File: src/rtl/writeback_stage.sv
// writeback_stage: writeback register, 2-read/1-write register file with bypass,
// fetch PC and retired-instruction counter.
module writeback_stage #(
  parameter int DATA_W = 16,
  parameter int PC_W = 32,
  parameter int REG_AW = 3,
  parameter logic [PC_W-1:0] PC_RESET = '0
) (
  input  logic              clk,
  input  logic              rst,
  input  logic              valid_in,
  input  logic              stall,
  input  logic [DATA_W-1:0] mmuxout,
  input  logic              regwrite,
  input  logic [REG_AW-1:0] wbaddr,
  input  logic [PC_W-1:0]   PC_in,
  input  logic [REG_AW-1:0] rd1addr,
  input  logic [REG_AW-1:0] rd2addr,
  output logic [DATA_W-1:0] reg1data,
  output logic [DATA_W-1:0] reg2data,
  output logic [PC_W-1:0]   PC,
  output logic              wb_valid,
  output logic [15:0]       retired
);
  localparam int NREG = 1 << REG_AW;
  logic [DATA_W-1:0] r_rf [NREG];
  logic [DATA_W-1:0] r_wb_data;
  logic [REG_AW-1:0] r_wb_addr;
  logic              r_wb_we;
  logic              r_wb_valid;
  logic [PC_W-1:0]   r_pc;
  logic [15:0]       r_retired;
  logic              w_commit;
  assign w_commit = r_wb_valid && r_wb_we && r_wb_addr != '0;
  always_ff @(posedge clk or negedge rst) begin
    if (!rst) begin
      for (int i = 0; i < NREG; i++) r_rf[i] <= '0;
      r_wb_data  <= '0;
      r_wb_addr  <= '0;
      r_wb_we    <= 1'b0;
      r_wb_valid <= 1'b0;
      r_pc       <= PC_RESET;
      r_retired  <= '0;
    end else if (!stall) begin
      if (w_commit) r_rf[r_wb_addr] <= r_wb_data;
      r_wb_valid <= valid_in;
      if (valid_in) begin
        r_wb_data <= mmuxout;
        r_wb_addr <= wbaddr;
        r_wb_we   <= regwrite;
        r_pc      <= PC_in;
        r_retired <= r_retired + 16'd1;
      end
    end
  end
  // Register 0 is hard-wired to zero and never bypassed.
  always_comb begin
    reg1data = rd1addr == '0 ? '0 : (w_commit && rd1addr == r_wb_addr ? r_wb_data : r_rf[rd1addr]);
    reg2data = rd2addr == '0 ? '0 : (w_commit && rd2addr == r_wb_addr ? r_wb_data : r_rf[rd2addr]);
  end
  assign PC       = r_pc;
  assign wb_valid = r_wb_valid;
  assign retired  = r_retired;
endmodule

File: config.mk
export PLATFORM = sky130hd
export DESIGN_NAME = writeback_stage
export DESIGN_NICKNAME = d
export VERILOG_FILES = /design/src/rtl/writeback_stage.sv
export SDC_FILE = /design/constraint.sdc
export NUM_CORES = 1
export LEC_CHECK = 0
export CAP_MARGIN = 20
export CORE_MARGIN = 2
export CORE_UTILIZATION = 55
export CTS_BUF_LIST = sky130_fd_sc_hd__clkbuf_8 sky130_fd_sc_hd__clkbuf_16
export DETAILED_ROUTE_END_ITERATION = 8
export GPL_TIMING_DRIVEN = 1
export PLACE_DENSITY_LB_ADDON = 0.08
export SLEW_MARGIN = 40
export SYNTH_ARGS = -nofsm -noshare
export SYNTH_HDL_FRONTEND = slang
export SYNTH_SLANG_ARGS = --single-unit
File: constraint.sdc
create_clock -name clk -period 2.6 [get_ports clk]
set_input_delay 0.52 -clock clk [delete_from_list [all_inputs] [get_ports clk]]
set_output_delay 0.52 -clock clk [all_outputs]
set_load 0.03 [all_outputs]
Word-level counts from Yosys, hierarchy flattened. Cells that the tools add are included.

Memories kept: 0. Output and inout port bits: 81. Bits in read-only memories: 0. Memory bits (writable): 0. Input port bits: 62. Word-level logic and storage cells: 48. Register bits: 197. Bits in latches: 0.

Reductions and logical operators: 10. Mux-type cells: 13. Order comparisons: 4. Equal/unequal tests: 2. Shift operators: 0. Bitwise gates (word level): 4. $add $sub $neg: 1. Div/mod/pow operators: 0. $mul: 0.

Operators with widths (number): 16-bit two-way mux (9); 128-bit bitwise mux (1); 16-bit binary-select mux with 3-bit select (2); 16-bit demux with 3-bit select (1); 16-bit by 1-bit adder with 16-bit output, second input constant (1); 4-bit >= comparator, second input constant (3); 3-bit NOT with 4-bit output (3); 3-bit equality test (2); 3-bit logical NOT (2); 1-bit logical AND (5); 4-bit by 1-bit < comparator with 1-bit output, second input constant (1); 2-bit AND reduction (2); 3-bit nonzero test (1); 1-bit NOT (1).

Longest topological paths before layout. Gate-level depths: netlist of run 1.

Depth in word-level cells: 6. Gate-level depth with buffers: 7. Gate-level depth less buffers: 4.

Least setup slack after synthesis of run 1. Ideal clock, no wire load.

Path kind: input-to-output. Start point: in rd2addr[1]. End point: out reg2data[10]. Stages: 5. Arrival time: 2.135 ns. Required time: 2.080 ns. Path buffers: 3. Setup slack: -0.055 ns. Path through: clkbuf_1 -> clkbuf_1 -> clkbuf_1 -> a211oi_1 -> nor3_1.

Cells in the longest elaborated chain, start to end: 6. Elaborated cells on any way between the ends: 9. Those cells by class: eq/ne (1); mux (5); bitwise (1); reduce/logical (2).

Ends and longest elaborated chain: start, declared (RTL line 18) `input logic [REG_AW-1:0] rd2addr,`; 3-bit NOT with 4-bit output (implied by the code) (RTL line 59) `reg2data = rd2addr == '0 ? '0 : (w_commit && rd2addr == r_wb_addr ? r_wb_data : r_rf[rd2addr]);`; 16-bit binary-select mux with 3-bit select (RTL line 59); 16-bit two-way mux (implied by the code) (2 in series) (RTL line 59); 16-bit two-way mux (RTL line 59); 16-bit two-way mux (*) (RTL line 59); end, declared (RTL line 20) `output logic [DATA_W-1:0] reg2data,`.

Every way passes the cells marked *; elsewhere a longest branch is shown, timed or not. The select of a mux whose other input is x is not followed.

Worst setup path in the final report of run 1.
Start point: reg r_wb_addr[0]. End point: out reg1data[14].

Cells in the longest elaborated chain, start to end: 5. Elaborated cells on any way between the ends: 6. Those cells by class: eq/ne (1); mux (2); reduce/logical (3).

Ends and longest elaborated chain: start, declared (RTL line 28) `logic [REG_AW-1:0] r_wb_addr;`; start signal, assigned (RTL line 49) `r_wb_addr <= wbaddr;`; 3-bit nonzero test (RTL line 34) `assign w_commit = r_wb_valid && r_wb_we && r_wb_addr != '0;`; 1-bit logical AND (RTL line 34); 1-bit logical AND (*) (RTL line 58) `reg1data = rd1addr == '0 ? '0 : (w_commit && rd1addr == r_wb_addr ? r_wb_data : r_rf[rd1addr]);`; 16-bit two-way mux (*) (2 in series) (RTL line 58); end, declared (RTL line 19) `output logic [DATA_W-1:0] reg1data,`.

Every way passes the cells marked *; elsewhere a longest branch is shown, timed or not.

==> impl_metrics.yaml, run 1 <==
drt:
  dr.pass1.iters: 4
  drc: 0
  dr_wl_met3_um: 1581
  drtIter0Drc: 416
  met1_length_um: 10260
  vias: 6669
  postRouteAntennaNets: 0
  met2WireLength_um: 12840
  wl_per_cell_um: 22.73
  highest_layer: "met4"
  via_per_inst: 6.046
  wl_um: 25080
grt:
  first_global_vias: 7144
  antenna_found_initial: 0
  grt_overflow: 0
  grt_pass1_wl_um: 40070
  grt_max_degree: 70
  grt.total_usage_pct: 26.68
worst_setup_path:
  cpPeakStageDelay_ps: 410
  critPathKind: "flip-flop to output pin"
  critPathMaxFanout: 6
  critPathSlowestCell: "dfrtp_2"
  crit_top_cell: "buf_4"
  cp-end-kind: "output pin"
  required_ps: 2080
  path_cells: "buf_4, xnor2_2, and4_4, buf_8, buf_4, a211oi_2, nor3_2, buf_4"
  worst-endpoint-arrival_ps: 2190
  setup.worst_path.start_class: "flip-flop"
cts:
  cts_sinks: 197
  htreeDepth: 4
  clk_pin_slew_worst_paths_ps: 70
  ctsRootBufferMaster: "clkbuf_16"
  cts_tree: "yes"
  cts_buffers: 17
  clock_latency_ps: 440
  clock_path_buffers: 2
sta:
  fmax_mhz: 369.0
  worst_pin_slew_ps: 607.6
  finalHoldViolCount: 0
  slew_headroom_pct: 59.49
  skew_ps: 11.39
  period_minus_slack_ps: 2710
  slew_viol_final: 0
  setup_ws_ps: -110.1
  tns_ps: -894.2
  rsz0062_at_grt: "true"
  finalSetupViolCount: 20
  post-route-period-util_pct: 104.2
layout:
  antenna_cells: 0
  multi_input_area_um2: 5107
  nets: 924
  fillers: 1131
  final-seq-area_um2: 4933
  utilization_pct: 74.15
  final_area_um2: 13230
  area_delta_synth_final_pct: 32.79
  drive_above_1_share_pct: 53.66
synthesis:
  synth_top_family_by_area: "multiplexers"
  synth_cells: 700
  synth_top_flop_cell: "dfrtp_1"
  seq_area_frac_synth_pct: 49.49
  muxShareOfSynthArea_pct: 33.50
  synth_compound_area_share_pct: 2.587
  synthAdderAreaFrac_pct: 0.1256
  synth_top_cell_by_area: "dfrtp_1"
  ys_warn_count: 0
  synth_commonest_cells: "197 x dfrtp_1, 155 x mux2_2, 64 x mux4_2, 34 x nor2_1, 34 x nor3_1"
  async_reset_ff_share_pct: 100.0
  yosys_register_bits: 197
  synth-edff-count: 0
  synth_area_um2: 9962
  synth_most_common_cell: "dfrtp_1"
  synthXorXnorAreaFrac_pct: 1.846
  yosysTopAreaCellShare_pct: 49.49
  avgSynthCellArea_um2: 14.23
  yosys.area_share.simple_pct: 7.850
  synth_nets: 763
  synth_area_leaders: "dfrtp_1 49%, mux2_2 18%, mux4_2 14%, a211oi_1 2.4%, nor2b_1 2.1%"
  ys_types: 35
place:
  place_area_um2: 11940
  port_buffers: 142
  hpwl_um: 16060
  gp_congestion: 0.8252
worst_hold_path:
  worstHoldPathType: "input port to async pin"
run_status:
  violations: "negative setup slack"
  status: "finished, violations left"
die:
  die_width_um: 138.6
  start_util_pct: 55.84
  core_um2: 17840
  placementRows: 49
  die_h_um: 138.6
  dieArea_um2: 19210
  io_pins: 143
power:
  p_leak_uw: 0.005783
  vdd_drop_max_mv: 0.6189
  cellPowerDensity_nw_per_um2: 829.1
run:
  cap_violations: 0
-- through the flow --
| step | setup WS (ps) | instances | hold slack [ps] | power, uW |
|---|---|---|---|---|
| 2_1_floorplan | 14.39 | 700 | 224.4 | 6753 |
| 3_3_place_gp | -257.2 | 1055 | 376.5 | 7870 |
| 3_5_place_dp | -261.9 | 1055 | 383.6 | 8054 |
| 4_1_cts | -86.56 | 1092 | 115.1 | 10830 |
| 5_1_grt | -170.7 | 1103 | 136.1 | 11450 |
| 6_report | -110.1 | 1103 | 108.2 | 10970 |
-- state kept, by name (all words and copies together), names as in the netlist --
signal,flops
wb_valid,1
r_wb_addr,3
retired,16
r_wb_data,16
r_wb_we,1
PC,32
r_rf,128
-- layer usage --
metal	vias to the layer above	global-route usage [%]
li1	2887	-
met1	3499	35.32
met2	249	44.97
met3	34	5.974
met4	0	7.465
met5	-	0
-- worst max-delay path: cells and delay by family (launching register included) --
kind / cells / cell delay, ps
AOI/OAI and AO/OA: 1 / 30
xor gates and xnor gates: 1 / 190
buffers and inverters: 4 / 630
DFF: 1 / 410
and+or+nand+nor: 2 / 480
-- worst paths after layout --
path	start	endpoint	slack, ps	cells after the start
worst min register to register	r_rf[120]$_DFFE_PN0P_	r_rf[120]$_DFFE_PN0P_	400	0
worst max-delay path	r_wb_addr[0]$_DFFE_PN0P_	reg1data[14]	-110	8
max in group asynchronous	rst	r_rf[126]$_DFFE_PN0P_	1730	2
min in group clk	r_rf[120]$_DFFE_PN0P_	r_rf[120]$_DFFE_PN0P_	400	0
worst max register to register	r_wb_addr[0]$_DFFE_PN0P_	r_rf[102]$_DFFE_PN0P_	690	6
worst min-delay path	rst	r_wb_data[3]$_DFFE_PN0P_	110	1
-- power by group --
group | internal [uW] | switching (uW) | leakage (uW)
clock | 1300 | 1270 | 0.000282
sequential | 3870 | 745 | 0.00253
combinational | 2160 | 1630 | 0.00297
-- layout by cell type (no fill, tap or decap), types with 8 or more instances in the layout --
cell type	n
a211oi_2	22
a211oi_4	8
buf_12	24
buf_4	70
buf_6	17
clkbuf_16	17
clkdlybuf4s50_1	103
dfrtp_1	194
mux2_2	155
mux2_4	10
mux4_2	64
nand2_1	9
nor2_1	23
nor2_2	8
nor2b_1	32
nor3_2	29
xnor2_1	10
-- cell type report --
cell class                 instances  share of cell area (%)
tap                              229                   2.166
multi-input combinational        422                   38.61
sequential                       197                   37.29
timing repair buffer             223                   17.59
clock inverter                    14                   1.021
clock buffer                      18                   3.320
-- cell families after synthesis --
group / after synthesis
adders and majority gates: 1
DFF: 197
AOI/OAI and AO/OA: 34
xor gates and xnor gates: 21
muxes: 229
buffers and inverters: 81
and+or+nand+nor: 137
-- repair_timing --
item | in CTS | in global routing
cloned | 0 | 0
setup endpoints to repair | 32 | 32
gates resized for setup | 69 | 51
buffers inserted | 6 | 12
hold buffers | 0 | 0
pin swaps | 24 | 19
Note: power is estimated with default switching activity, not from simulation.
==> inputs of run 2 (changes only) <==
CTS_CLUSTER_DIAMETER = 120   (was default)
==> results of run 2 <==
No change in the layout: final DEF, timing and power equal those of run 1.
==> inputs of run 3 (changes only) <==
GPL_ROUTABILITY_DRIVEN = 0   (was default)
==> run 3 against run 2 <==
The run still ends with negative setup slack left. Clock-buffer cell count is 1 lower. Total power is 0.82% higher. Design area is 0.10% lower. Via count is 0.51% higher. Non-clock buffer count is 6 lower. Worst hold slack worse by 43 ps. Final cell count is 0.54% lower. First-iteration DRC count is 19% higher. Register-to-register slack better by 40 ps. Largest cell class unchanged. Largest power group unchanged.
==> impl_metrics.yaml, run 3 (synthesized netlist as in run 1, its figures left out) <==
layout:
  largest_register_ffs: 128
  area_delta_synth_final_pct: 32.66
  regMostFlops: "r_rf"
  drive_above_1_share_pct: 52.19
  layout_commonest_cell: "dfrtp_1"
  mostFrequentLayoutCells: "194 x dfrtp_1, 155 x mux2_2, 103 x clkdlybuf4s50_1, 64 x mux4_2, 63 x buf_4"
  nets: 918
  utilization_pct: 74.07
  antenna_cells: 0
  fillers: 1085
power:
  clkPwrFrac_pct: 24.0
  p_int_uw: 7382
  power_frac_comb_pct: 34.1
  p_sw_uw: 3676
  p_leak_uw: 0.005745
  sw_frac_of_total_pct: 33.24
  seqPwrFrac_pct: 41.9
  cellPowerDensity_nw_per_um2: 836.8
  vdd_drop_max_mv: 0.6223
sta:
  period_minus_slack_ps: 2694
  whs_ps: 64.87
  slew_viol_final: 0
  setup_ws_ps: -94.39
  rsz0062_at_grt: "true"
  post-route-period-util_pct: 103.6
  worst_pin_slew_ps: 594.2
  finalSetupViolCount: 24
  slew_headroom_pct: 60.39
  finalHoldViolCount: 0
  fmax_mhz: 371.1
  skew_ps: 11.70
worst_setup_path:
  required_ps: 2080
  setup.worst_path.start_class: "flip-flop"
  cp-end-kind: "output pin"
  critPathMaxFanout: 6
  cpPeakStageDelay_ps: 430
  r2r_end: "r_rf[102]$_DFFE_PN0P_"
  path_cells: "o311a_4, nand4_1, buf_4, buf_8, nor2_4, nor3_2, buf_4"
  r2r_cells: 6
  reg2reg_from: "r_wb_addr[0]$_DFFE_PN0P_"
  reg2reg_slack_ps: 730
  worst-endpoint-arrival_ps: 2170
  crit_top_cell: "buf_4"
  critPathSlowestCell: "dfrtp_2"
  critPathKind: "flip-flop to output pin"
place:
  hpwl_um: 16170
  dp_worst_setup_slack_ps: -350.8
  port_buffers: 142
cts:
  ctsRootBufferMaster: "clkbuf_16"
  clock_path_buffers: 2
  cts_sinks: 197
  cts_buffers: 17
  htreeDepth: 4
  clock_latency_ps: 430
  cts_tree: "yes"
  clk_pin_slew_worst_paths_ps: 80
  ctsHoldBuffers: 0
grt:
  grt_pass1_wl_um: 41480
  grt.total_usage_pct: 27.78
  grt_overflow: 0
  grt_max_degree: 67
  first_global_vias: 7404
  antenna_found_initial: 0
run_status:
  status: "finished, violations left"
  violations: "negative setup slack"
worst_hold_path:
  worstHoldPathType: "input port to async pin"
die:
  die_h_um: 138.6
  io_pins: 143
  start_util_pct: 55.84
  core_um2: 17840
  dieArea_um2: 19210
  placementRows: 49
  die_width_um: 138.6
drt:
  wl_per_cell_um: 23.44
  postRouteAntennaNets: 0
  dr.pass1.iters: 5
  wl_um: 25720
  drc: 0
  vias: 6703
  via_per_inst: 6.110
  drtIter0Drc: 494
run:
  cap_violations: 0
-- run 3: critical path: cells and delay by family, from the launching register on --
kind / cells / cell delay, ps
buf+inv: 3 / 510
flops: 1 / 430
compound gates: 1 / 410
simple gates: 3 / 380
-- run 3: power groups by stage --
stage	combinational [uW]	clock [uW]	sequential, uW
2_1_floorplan	2220	0	4530
4_1_cts	3690	2710	4580
5_1_grt	3980	2840	4730
6_report	3770	2660	4630
3_5_place_dp	3410	0	4620
3_3_place_gp	3310	0	4530
-- run 3: timing repair --
action	CTS	global route
resized for setup	95	25
cloned	4	0
endpoints found under the setup margin	32	32
setup buffers	11	6
pin swaps	31	9
-- run 3: cell type report --
class                   instances  area [um2]  share of cell area [%]
flip-flops and latches        197        4933                   37.33
repair buffers                217        2332                   17.65
multi-input cells             422        5070                   38.36
clock inverters                15       167.7                   1.269
well taps                     229       286.5                   2.168
clock buffers                  17       425.4                   3.219
-- run 3: worst max path at each step --
stage | to | start | slack, ps | cells past startpoint
2_1_floorplan | reg1data[10] | rd1addr[0] | 10 | 7
3_3_place_gp | reg2data[11] | rd2addr[2] | -310 | 8
3_5_place_dp | reg2data[7] | rd2addr[2] | -350 | 8
4_1_cts | reg2data[2] | r_wb_addr[2]$_DFFE_PN0P_ | -70 | 6
5_1_grt | reg1data[12] | r_wb_addr[0]$_DFFE_PN0P_ | -150 | 7
6_report | reg1data[11] | r_wb_addr[0]$_DFFE_PN0P_ | -90 | 7
-- run 3: per-stage QoR --
step	total power, uW	cell area [um2]	instances	setup TNS, ps
after floorplan	6753	10010	700	0
after global placement	7840	11840	1046	-6699
after detailed placement	8033	11840	1046	-7988
after CTS	10980	13020	1092	-1017
after global routing	11540	13220	1097	-3082
final	11060	13220	1097	-812.2
-- run 3: metal layers --
layer | share of wire, % | track usage [%]
met3 | 6.8 | 6.595
met2 | 51 | 46.53
met5 | 0 | 0
met4 | 1.9 | 9.989
met1 | 40 | 35.78
